<file path="config.mk">
export PLATFORM = sky130hd
export DESIGN_NAME = instr_mem_loader
export DESIGN_NICKNAME = d
export VERILOG_FILES = /design/src/rtl/loader_pkg.sv /design/src/rtl/halt_detector.sv /design/src/rtl/instr_mem_loader.sv
export SDC_FILE = /design/constraint.sdc
export NUM_CORES = 1
export LEC_CHECK = 0
export BUFFER_PORTS_ARGS = -buffer_cell sky130_fd_sc_hd__buf_4
export CORE_MARGIN = 2
export CORE_UTILIZATION = 53
export CTS_CLUSTER_SIZE = 30
export DETAILED_ROUTE_END_ITERATION = 10
export PLACE_DENSITY = 0.82
export REMOVE_ABC_BUFFERS = 1
export SETUP_SLACK_MARGIN = 0.3
export SLEW_MARGIN = 20
export SYNTH_ARGS = -nofsm -noshare
export SYNTH_HDL_FRONTEND = slang
export SYNTH_SLANG_ARGS = --single-unit
</file>
<file path="constraint.sdc">
create_clock -name i_clock -period 2.15 [get_ports i_clock]
set_input_delay 0.1075 -clock i_clock [delete_from_list [all_inputs] [get_ports i_clock]]
set_output_delay 0.1075 -clock i_clock [all_outputs]
set_load 0.005 [all_outputs]
</file>
<file path="src/rtl/loader_pkg.sv">
// Shared definitions for the instruction-memory loader: FSM encoding and
// the word/HALT framing constants used by the top and the halt detector.
package loader_pkg;

    typedef enum logic [1:0] {
        ST_IDLE = 2'd0,
        ST_LOAD = 2'd1,
        ST_DONE = 2'd2
    } loader_state_t;

    localparam logic [31:0] HALT_WORD      = 32'hFFFF_FFFF;
    localparam int          BYTES_PER_WORD = 4;
    localparam int          BYTE_IDX_W     = $clog2(BYTES_PER_WORD);

endpackage

</file>
<file path="src/rtl/halt_detector.sv">
// Tracks the byte position inside the current word and whether every byte of
// that word so far equals HALT_BYTE; flags word completion and HALT words.
module halt_detector
    import loader_pkg::*;
#(
    parameter int          MEM_SIZE  = 8,
    parameter logic [MEM_SIZE-1:0] HALT_BYTE = HALT_WORD[MEM_SIZE-1:0]
) (
    input  logic                  clk,
    input  logic                  rst,
    input  logic                  clear,
    input  logic                  byte_valid,
    input  logic [MEM_SIZE-1:0]   byte_data,
    output logic                  word_done,
    output logic                  halt_word
);

    localparam logic [BYTE_IDX_W-1:0] LAST_IDX = BYTE_IDX_W'(BYTES_PER_WORD - 1);

    logic [BYTE_IDX_W-1:0] byte_idx;
    logic                  halt_match;
    logic                  byte_is_halt;

    assign byte_is_halt = (byte_data == HALT_BYTE);
    assign word_done    = byte_valid && (byte_idx == LAST_IDX);
    // A word is HALT only when all earlier bytes matched and this last one does too.
    assign halt_word    = word_done && halt_match && byte_is_halt;

    always_ff @(posedge clk or posedge rst) begin
        if (rst) begin
            byte_idx   <= '0;
            halt_match <= 1'b0;
        end else if (clear) begin
            byte_idx   <= '0;
            halt_match <= 1'b1;
        end else if (byte_valid) begin
            if (byte_idx == LAST_IDX) begin
                byte_idx   <= '0;
                halt_match <= 1'b1;
            end else begin
                byte_idx   <= byte_idx + BYTE_IDX_W'(1);
                halt_match <= halt_match && byte_is_halt;
            end
        end
    end

endmodule

</file>
<file path="src/rtl/instr_mem_loader.sv">
// Writes a received byte stream into instruction memory at consecutive
// addresses, holding the PC in reset until a HALT word or a full memory.
module instr_mem_loader
    import loader_pkg::*;
#(
    parameter int                  INSTMEM_SIZE = 8,
    parameter int                  MEM_SIZE     = 8,
    parameter logic [MEM_SIZE-1:0] HALT_BYTE    = HALT_WORD[MEM_SIZE-1:0]
) (
    input  logic                      i_clock,
    input  logic                      i_reset,
    input  logic                      i_start,
    input  logic [MEM_SIZE-1:0]       i_rx_data,
    input  logic                      i_rx_valid,
    output logic                      o_instrmem_en,
    output logic                      o_write_en,
    output logic [MEM_SIZE-1:0]       o_write_data,
    output logic [INSTMEM_SIZE-1:0]   o_write_addr,
    output logic                      o_pc_reset,
    output logic                      o_busy,
    output logic                      o_done,
    output logic                      o_overflow,
    output logic [INSTMEM_SIZE-2:0]   o_instr_count
);

    localparam int                      CNT_W     = INSTMEM_SIZE - 1;
    localparam logic [INSTMEM_SIZE-1:0] ADDR_LAST = '1;

    loader_state_t state, state_next;

    logic [INSTMEM_SIZE-1:0] addr;
    logic                    start_load;
    logic                    accept;
    logic                    word_done;
    logic                    halt_word;
    logic                    end_pending;
    logic                    end_overflow;

    halt_detector #(
        .MEM_SIZE  (MEM_SIZE),
        .HALT_BYTE (HALT_BYTE)
    ) u_halt_detector (
        .clk        (i_clock),
        .rst        (i_reset),
        .clear      (start_load),
        .byte_valid (accept),
        .byte_data  (i_rx_data),
        .word_done  (word_done),
        .halt_word  (halt_word)
    );

    always_ff @(posedge i_clock or posedge i_reset) begin
        if (i_reset) begin
            state <= ST_IDLE;
        end else begin
            state <= state_next;
        end
    end

    // The final write is registered, so DONE is entered one cycle later via
    // end_pending; no further bytes are taken during that cycle.
    always_comb begin
        state_next    = state;
        start_load    = 1'b0;
        accept        = 1'b0;
        o_busy        = 1'b0;
        o_pc_reset    = 1'b0;
        o_instrmem_en = 1'b0;
        case (state)
            ST_IDLE: begin
                if (i_start) begin
                    start_load = 1'b1;
                    state_next = ST_LOAD;
                end
            end
            ST_LOAD: begin
                o_busy        = 1'b1;
                o_pc_reset    = 1'b1;
                o_instrmem_en = 1'b1;
                accept        = i_rx_valid && !end_pending;
                if (end_pending) begin
                    state_next = ST_DONE;
                end
            end
            ST_DONE: begin
                if (i_start) begin
                    start_load = 1'b1;
                    state_next = ST_LOAD;
                end
            end
            default: begin
                state_next = ST_IDLE;
            end
        endcase
    end

    always_ff @(posedge i_clock or posedge i_reset) begin
        if (i_reset) begin
            addr          <= '0;
            o_write_en    <= 1'b0;
            o_write_data  <= '0;
            o_write_addr  <= '0;
            o_done        <= 1'b0;
            o_overflow    <= 1'b0;
            o_instr_count <= '0;
            end_pending   <= 1'b0;
            end_overflow  <= 1'b0;
        end else begin
            o_write_en <= 1'b0;
            if (start_load) begin
                addr          <= '0;
                o_done        <= 1'b0;
                o_overflow    <= 1'b0;
                o_instr_count <= '0;
                end_pending   <= 1'b0;
                end_overflow  <= 1'b0;
            end else if (accept) begin
                o_write_en   <= 1'b1;
                o_write_data <= i_rx_data;
                o_write_addr <= addr;
                addr         <= addr + INSTMEM_SIZE'(1);
                if (word_done) begin
                    o_instr_count <= o_instr_count + CNT_W'(1);
                    // HALT wins over memory-full when both land on the last word.
                    if (halt_word) begin
                        end_pending  <= 1'b1;
                        end_overflow <= 1'b0;
                    end else if (addr == ADDR_LAST) begin
                        end_pending  <= 1'b1;
                        end_overflow <= 1'b1;
                    end
                end
            end
            if (state == ST_LOAD && end_pending) begin
                end_pending <= 1'b0;
                o_done      <= 1'b1;
                o_overflow  <= end_overflow;
            end
        end
    end

endmodule

</file>
## Yosys cells after proc, flatten, opt, wreduce, memory -nomap -nowiden

Index checks and enable logic that the tools add are counted.

- $lt $le $gt $ge: 0
- Multiplexer cells: 33
- Multipliers: 0
- Reductions and logical operators: 21
- Add/sub/neg operators: 3
- Shifts and indexed selects: 0
- Bitwise operators: 1
- Div/mod/pow operators: 0
- Equal/unequal tests: 7

Operator list:

| operator | count |
|---|---|
| two-way mux 1 bit | 22 |
| two-way mux 7 bit | 3 |
| == test 8 bit (second input constant) | 2 |
| two-way mux 8 bit | 2 |
| two-way mux 2 bit | 5 |
| nonzero test 3 bit | 3 |
| adder 8 x 1 -> 8 bit (second input constant) | 1 |
| adder 7 x 1 -> 7 bit (second input constant) | 1 |
| logical AND 1 bit | 6 |
| AND reduction 2 bit | 3 |
| AND reduction 3 bit | 2 |
| nonzero test 2 bit | 3 |
| == test 2 bit (second input constant) | 2 |
| case mux 2 bit (2 select lines) | 1 |
| nonzero test 4 bit | 1 |
| adder 2 x 1 -> 2 bit (second input constant) | 1 |
| == test 2 x 1 -> 1 bit (second input constant) | 1 |
| zero test 2 bit | 1 |
| inequality test 2 x 1 -> 1 bit (second input constant) | 1 |
| inequality test 2 bit (second input constant) | 1 |
| OR reduction 2 bit | 1 |
| zero test 1 bit | 1 |
| inverter 1 bit | 1 |

- Logic and storage cells: 77
- Register bits after elaboration: 41
- Memories kept: 0
- Bits in latches: 0
- Bits in writable memories: 0
- Bits of input ports: 12
- Output and inout bits: 29
- Memory bits (read-only): 0

## Logic depth before layout (Yosys ltp)

- Word-level depth: 11
- Gate-level depth with buffers: 6
- Gate-level depth less buffers: 4

## By module

Synthesis repeated with hierarchy kept, for this count alone.

- Cell total of the unflattened synthesis: 193
- Area, all modules: 1,839.3 um^2

Modules (own cells, without submodules):

| module | sequential area each (um^2) | area an instance (um^2) | instances | cells an instance |
|---|---|---|---|---|
| instr_mem_loader | 950.9 | 1,667.8 | 1 | 176 |
| halt_detector | 75.1 | 171.4 | 1 | 17 |

## Least setup slack after synthesis

Ideal clock, no wire load.

- Path type: register to register
- From: reg u_halt_detector.byte_idx[0]
- To: reg o_instr_count[5]
- Path buffers: 1
- Stages on the path, launching flop included: 6
- Data required time: 2.072 ns
- Period minus slack after synthesis: 1.545 ns
- Library setup time: 0.078 ns
- Slack: 0.605 ns
- Arrival time: 1.467 ns
- Cells stage by stage: dfrtp_1 -> ha_1 -> clkbuf_1 -> nand4_1 -> or4_1 -> a21oi_1

- Cells in the longest elaborated chain, start to end: 4

RTL lines:

| what | RTL line | text |
|---|---|---|
| from (decl) | halt_detector.sv:20 | `logic [BYTE_IDX_W-1:0] byte_idx;` |
| from (signal assigned) | halt_detector.sv:41 | `byte_idx <= byte_idx + BYTE_IDX_W'(1);` |
| == test 2 bit | halt_detector.sv:25 | `assign word_done = byte_valid && (byte_idx == LAST_IDX);` |
| logical AND 1 bit | halt_detector.sv:25 |  |
| nonzero test 2 bit (no line) | - |  |
| AND reduction 2 bit (no line) | - |  |
| to (signal assigned) | instr_mem_loader.sv:123 | `o_instr_count <= o_instr_count + CNT_W'(1);` |
| to (decl) | instr_mem_loader.sv:23 | `output logic [INSTMEM_SIZE-2:0] o_instr_count` |

No other way between the ends.
A chain may end at the register's enable or synchronous reset.

## Worst setup path in the final report

- From: reg state[1]
- To: reg o_instr_count[4]

- Cells in the longest elaborated chain, start to end: 5
- Elaborated cells on any way between the ends: 11
- Those cells by class: eq/ne: 2; mux: 3; reduce/logical: 6

RTL lines:

| what | RTL line | text |
|---|---|---|
| from (decl) | instr_mem_loader.sv:29 | `loader_state_t state, state_next;` |
| from (signal assigned) | instr_mem_loader.sv:56 | `state <= state_next;` |
| == test 2 bit, or another cell as far along | instr_mem_loader.sv:69 | `case (state)` |
| OR reduction 2 bit (no line) or two-way mux 1 bit (tied branches) | - |  |
| two-way mux 1 bit or logical AND 1 bit (tied branches) | - |  |
| nonzero test 2 bit (no line) | - |  |
| AND reduction 2 bit (no line) | - |  |

Parallel ways exist; a longest one is shown, timed or not.

==> impl_metrics.ini <==
[sta]
hold_violations = 0
tightestPinTransition_ps = 605
period_minus_slack_ps = 1610
whs_ps = 59.0
maxSlewViolCount = 0
layout_worst_path_cycle_share = 0.751
slew-limit-headroom = 0.596
setup_viol = 0
timing.fmax_mhz = 620
rsz0062_at_grt = no
fin_skew_ps = 5.68
tns_ps = 0

[setup_path]
worstPathRequired_ps = 2410
crit_chain = nand4bb_4 > buf_4 > or3_1 > a21oi_1
ff2ff_setup_slack_ps = 540
crit_family = simple AND/OR/NAND/NOR gates
r2r-end = o_instr_count[4]
critPathMaxStageDelay_ps = 420
cp_num_cells = 4
setup.worst_path.end = o_instr_count[4]
cpMaxStageDelayCell = dfrtp_1
cp_max_fo = 14
cp.buffers_inverters = 1
reg2reg_depth = 4
critPathArrivalTime_ps = 1880
endpoint_kind = flop
r2r-start = state[1]
cp-start-kind = flop
crit_start = state[1]
crit_type = reg -> reg

[clock_tree]
tritoncts = done
clock_path_buffers = 2
h-tree-depth = 2
cts-buffers-inserted = 5
cts.sink_count = 41
post_cts_buffers = 0
clk_pin_slew_ps = 120
clock_latency_ps = 330
cts-root-buf = clkbuf_4

[synthesis]
synthFlopType = dfrtp_1
ys_types = 34
synth_edf_count = 0
syn_inst = 192
syn_avg_cell_area_um2 = 9.61
synthDominantAreaCellType = dfrtp_1
synthArstFlopShare = 1.00
ys_seq_area_frac = 0.556
syn-cell-area_um2 = 1850
synth_seq_cells = 41
netlist_top_cells_count = nand2_1 (62), dfrtp_1 (41), o21ai_0 (9)
synthTopCellsByArea = dfrtp_1 (56%), nand2_1 (13%), mux2i_1 (2.7%)
synth_most_common_cell = nand2_1
yosysTopAreaCellShare = 0.556
yosysWarnings = 0

[finish]
antenna_cells = 0
layout.area.seq_um2 = 1030
utilization = 0.705
multiInputGateArea_um2 = 728
n_fill_cell = 279
drive_gt1_frac = 0.219
finalNetCount = 256
area_growth_pct = 27.4
fin_cells = 288

[power]
peakVddDrop_mv = 0.507
power_density_nw_per_um2 = 880
leakagePower_uw = 0.00119
power_uw = 2070

[min_path]
holdCritPathClass = in -> reg
hp-start = i_start

[run_status]
status = complete, no violations

[place]
gp_congestion = 0.749
detailed_place_hpwl_um = 2530
port_buffers = 40
dp_cells = 271

[grt]
grt_pass1_vias = 1510
overflow = 0
grt_pass1_wl_um = 6770
antenna_found_initial = 0
grt_usage = 0.216
grt_max_degree = 42

[routing]
drcViolationCount = 0
vias = 1545
firstDrtPassIters = 4
antenna_left = 0
drt-total-wl_um = 3850
via_per_inst = 5.36
wl_per_cell_um = 13.4
drtIter0Drc = 63

[floorplanning]
die_w_um = 63.0
die_y_um = 63.0
rows = 21
coreArea_um2 = 3340
die_area_um2 = 3970
initial_core_util = 0.553
io_pins = 41

[flow_run]
cap_violations = 0
## cell usage in the layout (no fill, tap or decap), types with 2 or more instances in the layout
cell type      Yosys  layout
nand2_1           62      62
buf_4              2      45
dfrtp_1           41      41
o21ai_0            9       9
dlygate4sd3_1      0       9
nand3_1            8       8
a21oi_1            8       8
inv_1              7       7
nand4_1            7       7
or3_1              5       5
mux2i_1            5       5
clkbuf_4           0       5
nand2b_1           3       3
ha_1               3       3
o31ai_1            2       2
nor3_1             2       2
a22o_1             2       2
## where the power goes
group	leakage [uW]	internal (uW)	switching [uW]
sequential	0.000534	916	145
clock	0.0000455	278	237
combinational	0.000612	253	240
total	0.00119	1450	622
## stage by stage
| stage | worst slack (ps) | area, um2 |
|---|---|---|
| finish | 536 | 2350 |
| global placement | 595 | 2180 |
| global route | 301 | 2350 |
| detailed placement | 519 | 2180 |
| floorplan | 205 | 1780 |
| CTS | 483 | 2350 |
## logic make-up (layout without fill, tap and decap cells)
group	after synthesis	in the layout	share of synthesized area
fa+ha+maj	3	3	0.0203
simple gates	96	96	0.249
compound gates	27	27	0.0936
xor+xnor	1	1	0.00475
buf+inv	19	69	0.0495
mux	5	5	0.0271
flops	41	41	0.556
## metal layers
metal / track usage / share of wire / wire, um / vias to the layer above
li1: - / - / - / 757
met1: 0.277 / 0.48 / 1840 / 740
met2: 0.363 / 0.47 / 1800 / 42
met3: 0.0360 / 0.044 / 169 / 6
met4: 0.0917 / 0.010 / 40 / 0
met5: 0 / 0 / 0 / -
## worst min path at each step
stage,end,slack (ps),depth (start not counted)
finish,state[1],60,3
global route,state[1],40,3
CTS,state[1],50,3
detailed placement,o_write_en,270,3
global placement,o_write_en,270,3
floorplan,o_write_data[0],210,2
## area by class of cell
type,instances,area share
clock buffers,7,0.0234
well taps,46,0.0245
clock inverters,1,0.0128
repair buffers,54,0.182
multi-input cells,132,0.310
inverters,7,0.0112
flip-flops and latches,41,0.436
## worst reg2reg max path: cells and delay by family (launching register included)
| family | cells | cell delay [ps] |
|---|---|---|
| compound gates | 1 | 150 |
| flops | 1 | 420 |
| simple gates | 2 | 710 |
| buf+inv | 1 | 260 |
## flip-flops by register name (all words and copies together), names as in the netlist
| name | count |
|---|---|
| end_pending | 1 |
| o_write_data | 8 |
| o_write_en | 1 |
| u_halt_detector.halt_match | 1 |
| addr | 8 |
| end_overflow | 1 |
| state | 2 |
| o_instr_count | 7 |
| u_halt_detector.byte_idx | 2 |
| o_write_addr | 8 |
| o_overflow | 1 |
| o_done | 1 |
## repair_timing
action,4_1_cts,5_1_grt
hold buffers,9,0
gates resized for setup,0,0
hold endpoints to repair,49,0
setup endpoints to repair,0,1
No activity file was read; power rests on OpenSTA's default activity.
